--- src/rtl/sample_run_packer_if.sv ---
// rtl/sample_run_packer_if.sv - sample input and run-record output handshake bundle
interface sample_run_packer_if;
    logic        in_valid;
    logic [7:0]  in_data;
    logic        out_valid;
    logic        out_ready;
    logic [7:0]  out_len;
    logic [15:0] out_sum;
    logic [7:0]  out_peak;

    modport master (
        output in_valid, in_data, out_ready,
        input  out_valid, out_len, out_sum, out_peak
    );

    modport slave (
        input  in_valid, in_data, out_ready,
        output out_valid, out_len, out_sum, out_peak
    );
endinterface

--- src/rtl/sample_run_packer.sv ---
// rtl/sample_run_packer.sv - packs runs of nonzero samples into {len,sum,peak} records behind a show-ahead FIFO
module sample_run_packer #(
    parameter int MAX_RUN    = 16,
    parameter int FIFO_DEPTH = 4
) (
    input  logic                        clk,
    input  logic                        reset,
    sample_run_packer_if.slave          bus,
    output logic [$clog2(FIFO_DEPTH):0] fifo_count,
    output logic                        overflow
);
    localparam int              AW       = $clog2(FIFO_DEPTH);
    localparam int              CW       = AW + 1;
    localparam logic [7:0]      MAX_LEN  = 8'(MAX_RUN);
    localparam logic [CW-1:0]   FULL_CNT = CW'(FIFO_DEPTH);

    typedef enum logic {IDLE, RUN} state_e;

    state_e      state_q, state_d;
    logic [7:0]  len_q, len_d, peak_q, peak_d;
    logic [15:0] sum_q, sum_d;
    logic [7:0]  acc_len, acc_peak, rec_len, rec_peak;
    logic [15:0] acc_sum, rec_sum;
    logic        emit;

    logic [7:0]    len_mem  [FIFO_DEPTH];
    logic [15:0]   sum_mem  [FIFO_DEPTH];
    logic [7:0]    peak_mem [FIFO_DEPTH];
    logic [AW-1:0] wr_ptr_q, rd_ptr_q;
    logic [CW-1:0] count_q, count_d;
    logic          overflow_q;
    logic          head_valid, full, pop, push;

    // Accumulators are held at zero in IDLE, so a first sample and a continuing
    // sample share the same "add this sample" arithmetic.
    always_comb begin
        state_d  = state_q;
        len_d    = len_q;
        sum_d    = sum_q;
        peak_d   = peak_q;
        emit     = 1'b0;
        rec_len  = len_q;
        rec_sum  = sum_q;
        rec_peak = peak_q;
        acc_len  = len_q + 8'd1;
        acc_sum  = sum_q + {8'd0, bus.in_data};
        acc_peak = (bus.in_data > peak_q) ? bus.in_data : peak_q;

        if (bus.in_valid) begin
            if (bus.in_data != 8'd0) begin
                if (acc_len == MAX_LEN) begin
                    emit     = 1'b1;
                    rec_len  = acc_len;
                    rec_sum  = acc_sum;
                    rec_peak = acc_peak;
                    state_d  = IDLE;
                    len_d    = 8'd0;
                    sum_d    = 16'd0;
                    peak_d   = 8'd0;
                end else begin
                    state_d  = RUN;
                    len_d    = acc_len;
                    sum_d    = acc_sum;
                    peak_d   = acc_peak;
                end
            end else if (state_q == RUN) begin
                // The terminating zero closes the run but is not part of it.
                emit    = 1'b1;
                state_d = IDLE;
                len_d   = 8'd0;
                sum_d   = 16'd0;
                peak_d  = 8'd0;
            end
        end
    end

    assign head_valid = (count_q != '0);
    assign full       = (count_q == FULL_CNT);
    assign pop        = head_valid & bus.out_ready;
    // A full FIFO still takes a record when the head leaves on the same edge.
    assign push       = emit & (~full | pop);
    assign count_d    = count_q + CW'(push) - CW'(pop);

    always_ff @(posedge clk) begin
        if (reset) begin
            state_q    <= IDLE;
            len_q      <= 8'd0;
            sum_q      <= 16'd0;
            peak_q     <= 8'd0;
            wr_ptr_q   <= '0;
            rd_ptr_q   <= '0;
            count_q    <= '0;
            overflow_q <= 1'b0;
        end else begin
            state_q <= state_d;
            len_q   <= len_d;
            sum_q   <= sum_d;
            peak_q  <= peak_d;
            count_q <= count_d;
            if (push) wr_ptr_q <= wr_ptr_q + AW'(1);
            if (pop)  rd_ptr_q <= rd_ptr_q + AW'(1);
            if (emit & full & ~pop) overflow_q <= 1'b1;
        end
    end

    always_ff @(posedge clk) begin
        if (push) begin
            len_mem[wr_ptr_q]  <= rec_len;
            sum_mem[wr_ptr_q]  <= rec_sum;
            peak_mem[wr_ptr_q] <= rec_peak;
        end
    end

    assign bus.out_valid = head_valid;
    assign bus.out_len   = head_valid ? len_mem[rd_ptr_q]  : 8'd0;
    assign bus.out_sum   = head_valid ? sum_mem[rd_ptr_q]  : 16'd0;
    assign bus.out_peak  = head_valid ? peak_mem[rd_ptr_q] : 8'd0;
    assign fifo_count    = count_q;
    assign overflow      = overflow_q;
endmodule

--- src/flat_wrapper.sv ---
// flat-port wrapper written by rule: the top's interface ports become plain ports
module sample_run_packer_flat 
#(
    parameter int MAX_RUN    = 16,
    parameter int FIFO_DEPTH = 4
)
  (clk, reset, fifo_count, overflow, bus_in_valid, bus_in_data, bus_out_ready, bus_out_valid, bus_out_len, bus_out_sum, bus_out_peak);
  sample_run_packer_if bus_i ();
  input  logic clk;
  input  logic reset;
  output logic [$clog2(FIFO_DEPTH):0] fifo_count;
  output logic overflow;
  input wire logic [$bits(bus_i.in_valid)-1:0] bus_in_valid;
  input wire logic [$bits(bus_i.in_data)-1:0] bus_in_data;
  input wire logic [$bits(bus_i.out_ready)-1:0] bus_out_ready;
  output wire logic [$bits(bus_i.out_valid)-1:0] bus_out_valid;
  output wire logic [$bits(bus_i.out_len)-1:0] bus_out_len;
  output wire logic [$bits(bus_i.out_sum)-1:0] bus_out_sum;
  output wire logic [$bits(bus_i.out_peak)-1:0] bus_out_peak;
  assign bus_i.in_valid = bus_in_valid;
  assign bus_i.in_data = bus_in_data;
  assign bus_i.out_ready = bus_out_ready;
  assign bus_out_valid = bus_i.out_valid;
  assign bus_out_len = bus_i.out_len;
  assign bus_out_sum = bus_i.out_sum;
  assign bus_out_peak = bus_i.out_peak;
  sample_run_packer #(.MAX_RUN(MAX_RUN), .FIFO_DEPTH(FIFO_DEPTH)) u_core (.clk(clk), .reset(reset), .bus(bus_i), .fifo_count(fifo_count), .overflow(overflow));
endmodule
--- config.mk ---
export PLATFORM = sky130hd
export DESIGN_NAME = sample_run_packer_flat
export DESIGN_NICKNAME = d
export VERILOG_FILES = /design/src/rtl/sample_run_packer_if.sv /design/src/rtl/sample_run_packer.sv /design/src/flat_wrapper.sv
export SDC_FILE = /design/constraint.sdc
export NUM_CORES = 1
export LEC_CHECK = 0
export ABC_AREA = 1
export BUFFER_PORTS_ARGS = -buffer_cell sky130_fd_sc_hd__clkbuf_2
export CAP_MARGIN = 5
export CORE_MARGIN = 3
export CORE_UTILIZATION = 55
export CTS_BUF_LIST = sky130_fd_sc_hd__clkbuf_8 sky130_fd_sc_hd__clkbuf_16
export DETAILED_ROUTE_END_ITERATION = 8
export PLACE_DENSITY = 0.76
export SLEW_MARGIN = 20
export SYNTH_ARGS = -nofsm -noshare
export SYNTH_HDL_FRONTEND = slang
export SYNTH_SLANG_ARGS = --single-unit
--- constraint.sdc ---
create_clock -name clk -period 3.3 [get_ports clk]
set_input_delay 0 -clock clk [delete_from_list [all_inputs] [get_ports clk]]
set_output_delay 0 -clock clk [all_outputs]
set_load 0.02 [all_outputs]
## Yosys cells after proc, flatten, opt, wreduce, memory -nomap -nowiden

Memory sizes are Yosys's and may differ from the RTL's. A register that Yosys moved wholly into a read port is not among the register bits.
Index checks and enable logic that the tools add are counted.

- Flip-flop bits (word level): 41
- Memory bits (writable): 128
- Bits of input ports: 12
- Output and inout bits: 37
- Word-level logic and storage cells: 66
- Memories kept: 3

Memory list:

| name | words | bits a word | read ports | clocked after Yosys merged registers in | wr ports | line | source |
|---|---|---|---|---|---|---|---|
| u_core.sum_mem | 4 | 16 | 1 | 1 | 1 | sample_run_packer.sv:27 | `logic [15:0] sum_mem [FIFO_DEPTH];` |
| u_core.len_mem | 4 | 8 | 1 | 1 | 1 | sample_run_packer.sv:26 | `logic [7:0] len_mem [FIFO_DEPTH];` |
| u_core.peak_mem | 4 | 8 | 1 | 1 | 1 | sample_run_packer.sv:28 | `logic [7:0] peak_mem [FIFO_DEPTH];` |

- $add $sub $neg: 6
- Magnitude comparators: 1
- Equal/unequal tests: 2
- Muxes and demuxes: 35
- Bitwise gates (word level): 7
- Reduce and logical (&&, ||, !) cells: 4

Operators with widths:

| kind | number |
|---|---|
| $mux 16 | 7 |
| $mux 8 | 14 |
| $add 16x8->16 | 1 |
| $mux 2 | 6 |
| $add 8x1->8 const B | 1 |
| $eq 8x5->1 const B | 1 |
| $gt 8x8->1 | 1 |
| $mux 1 | 8 |
| $reduce_bool 8->1 | 1 |
| $add 2x1->2 const B | 2 |
| $and 1x1->1 | 4 |
| $add 3x1->3 | 1 |
| $eq 3x3->1 const B | 1 |
| $reduce_bool 3->1 | 1 |
| $sub 3x1->3 | 1 |
| $not 1->1 | 2 |
| $reduce_and 2->1 | 1 |
| $reduce_bool 2->1 | 1 |
| $or 1x1->1 | 1 |

## Depth between registers and ports, before layout

- Depth after elaboration: 8
- Depth in mapped cells: 15
- Depth with buffers taken out: 15

## Worst setup path after synthesis

Ideal clock, no wire load.

- Path kind: register to register
- Start: register u_core.len_q[1]
- End: memory u_core.len_mem[0][0], enable pin
- Setup time: 421 ps
- Data arrival time: 2766 ps
- Data required time: 2879 ps
- Setup slack: 113 ps
- Cell stages (with the launch flop): 10
- Buffers on the path: 0
- Period minus slack after synthesis: 3187 ps
- Path through: dfxtp_1 > ha_1 > nand3_2 > o21bai_2 > nand2_2 > nor2_4 > nand3_4 > nand2_2 > nand3_2 > nor2_1

- Longest elaborated chain between the ends: 8

Ends and longest elaborated chain:

| item | line | source |
|---|---|---|
| start: declaration | sample_run_packer.sv:20 | `logic [7:0] len_q, len_d, peak_q, peak_d;` |
| start signal: assignment | sample_run_packer.sv:96 | `len_q <= len_d;` |
| $add 8x1->8 | sample_run_packer.sv:45 | `acc_len = len_q + 8'd1;` |
| $eq 8x5->1 | sample_run_packer.sv:51 | `if (acc_len == MAX_LEN) begin` |
| $mux 1 | sample_run_packer.sv:51 |  |
| $mux 1 | sample_run_packer.sv:50 | `if (bus.in_data != 8'd0) begin` |
| $mux 1 | sample_run_packer.sv:49 | `if (bus.in_valid) begin` |
| $and 1x1->1 | sample_run_packer.sv:81 | `assign push = emit & (~full \| pop);` |
| $mux 1 | sample_run_packer.sv:107 | `if (push) begin` |
| $mux 1 (not written as such) | sample_run_packer.sv:108 | `len_mem[wr_ptr_q] <= rec_len;` |
| end: declaration | sample_run_packer.sv:26 |  |

No other way between the ends.

## Final worst setup path

- Start: register u_core.len_q[1]
- End: register u_core.count_q[2] (netlist: u_core.fifo_count[2])

- Longest elaborated chain between the ends: 8

Ends and longest elaborated chain:

| item | line | source |
|---|---|---|
| $add 8x1->8 | sample_run_packer.sv:45 |  |
| $eq 8x5->1 | sample_run_packer.sv:51 |  |
| $mux 1 | sample_run_packer.sv:51 |  |
| $mux 1 | sample_run_packer.sv:50 |  |
| $mux 1 | sample_run_packer.sv:49 |  |
| $and 1x1->1 | sample_run_packer.sv:81 |  |
| $add 3x1->3 | sample_run_packer.sv:82 | `assign count_d = count_q + CW'(push) - CW'(pop);` |
| $sub 3x1->3 | sample_run_packer.sv:82 |  |
| end signal: assignment | sample_run_packer.sv:99 | `count_q <= count_d;` |
| end: declaration | sample_run_packer.sv:30 | `logic [CW-1:0] count_q, count_d;` |

No other way between the ends.
A chain may end at the register's enable or synchronous reset.

==> metrics <==
DRT iter0 DRCs=between 500 and 600; critical path startpoint category=flip-flop; Syn. warnings=0; syn nets=between 900 and 1k; Overall Global Routing Usage=22.5%; peak supply drop=~0.40 mV; final WL=about 17 mm; Post-route DRC=0; vias per cell=5.34; Crit. End Element=flip-flop; Seq pwr share=41.1%; Initial Util=approximately 58%; initial antenna violation count=0; Syn Area/Cell=~9.0 sq um; combinational share of power=28.1%; CTS max path bufs=2; later-pin clock latency in the skew report=420 ps; largest net degree at the start of global routing=between 60 and 70; clk sinks=171; Sw Ratio=about a third; I/O Buffers=between 40 and 50; Root Driver=clkbuf_16; final weighted congestion in routability-driven placement=approximately 0.91; fillcell total=roughly 1.2k; Slew Limit Fails=0; commonest non-fill, non-tap cells in the layout=204 x nand2_1, 162 x nor2_1, 128 x edfxtp_1; wire per inst=about 15 um; Rel. slew slack=~47%; Detail Placement HPWL=11.3 mm; CP arrival=2930 ps; worst slack, placed=~740 ps; Die Area=roughly 0.016 sq mm; Setup violations, final=0; vias in the first global route=between 5k and 6k; clock power share=between 30 and 40%; sequential area share after synthesis=57.5%; RSZ-0062 raised after global routing=false; CP Data Required Time=3660 ps; final worst clock skew=7.44 ps; cell area after synthesis=about 0.0082 sq mm; router iterations before antenna repair=6; vias=between 6k and 7k; htree depth=4; grt ovf=0; Final #Nets=roughly 980; final hold vios=0; Setup Crit Path Kind=flip-flop to flip-flop; CTS tree=done; post-CTS sizing=0; Achievable Freq=388 MHz; fin worst setup slack=around 720 ps; DIE HEIGHT=between 100 and 150 um; worst-path cell chain=ha_1 > nand2_1 > nor2_1 > nand3_1 > nand2_2 > nor2_4 > nand3_4 > nand2_2 > nand3_2 > inv_1 > ha_1 > fa_1 > inv_1 > o21ai_0 > a21oi_1; final worst path period need=approximately 2600 ps; first-pass GRT wire length=28.7 mm; power density cells=between 600 and 700 mW/mm^2; CP max stage cell=dfxtp_1; Gate Count Post-Synth=around 900; CTS Buf Count=17; clk slew on worst S/H paths=roughly 60 ps; P_sw=roughly 2 mW; Seq cells post-synth=between 150 and 200; row cnt=43; Layout area overhead=11.1%; Worst Hold Slack=between 20 and 30 ps; core region area=roughly 0.014 sq mm; worst hold path type=primary input to flip-flop; # IOs=slightly below 50; Least-Margin Pin Slew=approximately 790 ps; crit-path max FO=7; status=finished clean; Netlist cell types=36; Max Cap Viol=0; Ant. Diodes=0; Die Wd=128 um; Routed Antenna Nets=0; Setup TNS=0 ps; fin crit share=78.1%; Int Power=~3.8 mW; CP top delay family=simple AND/OR/NAND/NOR gates; LEAKAGE=between 3 and 4 nW; Bufs and invs on worst path=2; slowest cell delay on critical path=440 ps; commonest non-fill, non-tap cell in the layout=nand2_1; layout cells sized above 1=roughly 12%
-- power by group through the flow --
stage	sequential, mW	combinational, mW	clock (mW)
2_1_floorplan	2.45	1.12	0
3_3_place_gp	2.44	1.63	0
3_5_place_dp	2.45	1.65	0
4_1_cts	2.40	1.66	1.82
5_1_grt	2.41	1.82	1.91
6_report	2.40	1.64	1.80
-- sequential cells by signal, indices dropped and copies added (netlist names), named ones only --
register,flops
u_core.rd_ptr_q,2
u_core.peak_q,8
u_core.sum_q,16
u_core.state_q,1
u_core.wr_ptr_q,2
u_core.overflow,1
u_core.fifo_count,3
u_core.len_q,8
u_core.peak_mem,32
u_core.sum_mem,64
u_core.len_mem,32
-- worst paths after layout --
path                   start                   end  slack (ps)  cells after the start
min reg2reg  u_core.overflow       u_core.overflow         460                      2
max          u_core.len_q[1]  u_core.fifo_count[2]         720                     15
min           bus_in_data[2]      u_core.peak_q[2]          30                      5
max reg2reg  u_core.len_q[1]  u_core.fifo_count[2]         720                     15
-- worst min-delay path, stage by stage --
cell and delay (ps):
clkbuf_2 130, nand3_1 90, nand2_1 70, nand2_1 70, a21oi_1 50
-- routing by layer --
| metal | up-vias | track usage (%) | wire length, um |
|---|---|---|---|
| li1 | 3070 | - | - |
| met1 | 2782 | 30.9 | 7860 |
| met2 | 198 | 36.5 | 8230 |
| met3 | 19 | 4.25 | 1160 |
| met4 | 0 | 7.37 | 249 |
| met5 | - | 0 | 0 |
-- per-stage QoR --
stage	cells	utilization (%)	power (mW)	cell area (sq um)
2_1_floorplan	904	-	3.58	8180
3_3_place_gp	1102	60.0	4.07	8520
3_5_place_dp	1102	60.0	4.10	8520
4_1_cts	1136	64.0	5.88	9090
5_1_grt	1136	64.0	6.13	9090
6_report	1136	64.0	5.84	9090
-- repair_timing --
action,CTS,global route
hold endpoints to repair,11,0
buffers inserted,0,0
hold buffers,3,0
-- cells by family after synthesis --
family	synth area share [%]
buffers and inverters	5.88
AO/OA/AOI/OAI	10.1
flip-flops	57.5
adder cells (fa/ha/maj)	4.31
AND/OR/NAND/NOR	21.3
XOR/XNOR	0.964
-- area by class of cell --
cell class                      count  area [sq um]  share of cell area (%)
Clock buffer                       17           425                    4.68
Clock inverter                     14           108                    1.18
Inverter                           73           275                    3.03
Multi-Input combinational cell    620          3000                    33.0
Sequential cell                   171          4710                    51.8
Tap cell                          180           225                    2.48
Timing Repair Buffer               61           345                    3.80
-- Yosys cell counts --
library cell	count	share of area, %
nand2_2	5	0.38
a21boi_0	1	0.092
nor2_4	2	0.28
clkinv_2	1	0.061
clkinv_1	1	0.046
o21ai_1	5	0.31
ha_1	25	3.8
inv_1	69	3.2
clkbuf_1	23	1.1
nand4_1	7	0.54
nor4_1	2	0.15
o21bai_2	1	0.14
inv_2	2	0.092
nand3_2	3	0.37
nand2_4	2	0.28
buf_2	2	0.12
nor2_2	2	0.15
nor3_1	3	0.18
fa_1	2	0.49
nand2_1	204	9.4
buf_8	1	0.18
o21a_1	1	0.092
a21o_1	1	0.092
buf_4	3	0.28
nor2_1	166	7.6
xor2_1	8	0.86
buf_1	7	0.32
nand3_1	25	1.5
buf_6	4	0.55
xnor2_1	1	0.11
a21oi_1	73	4.5
dfxtp_1	43	11
o21ai_0	78	4.8
edfxtp_1	128	47
o21bai_1	1	0.092
nand3_4	2	0.43
Power figures use the tool's default switching activity.
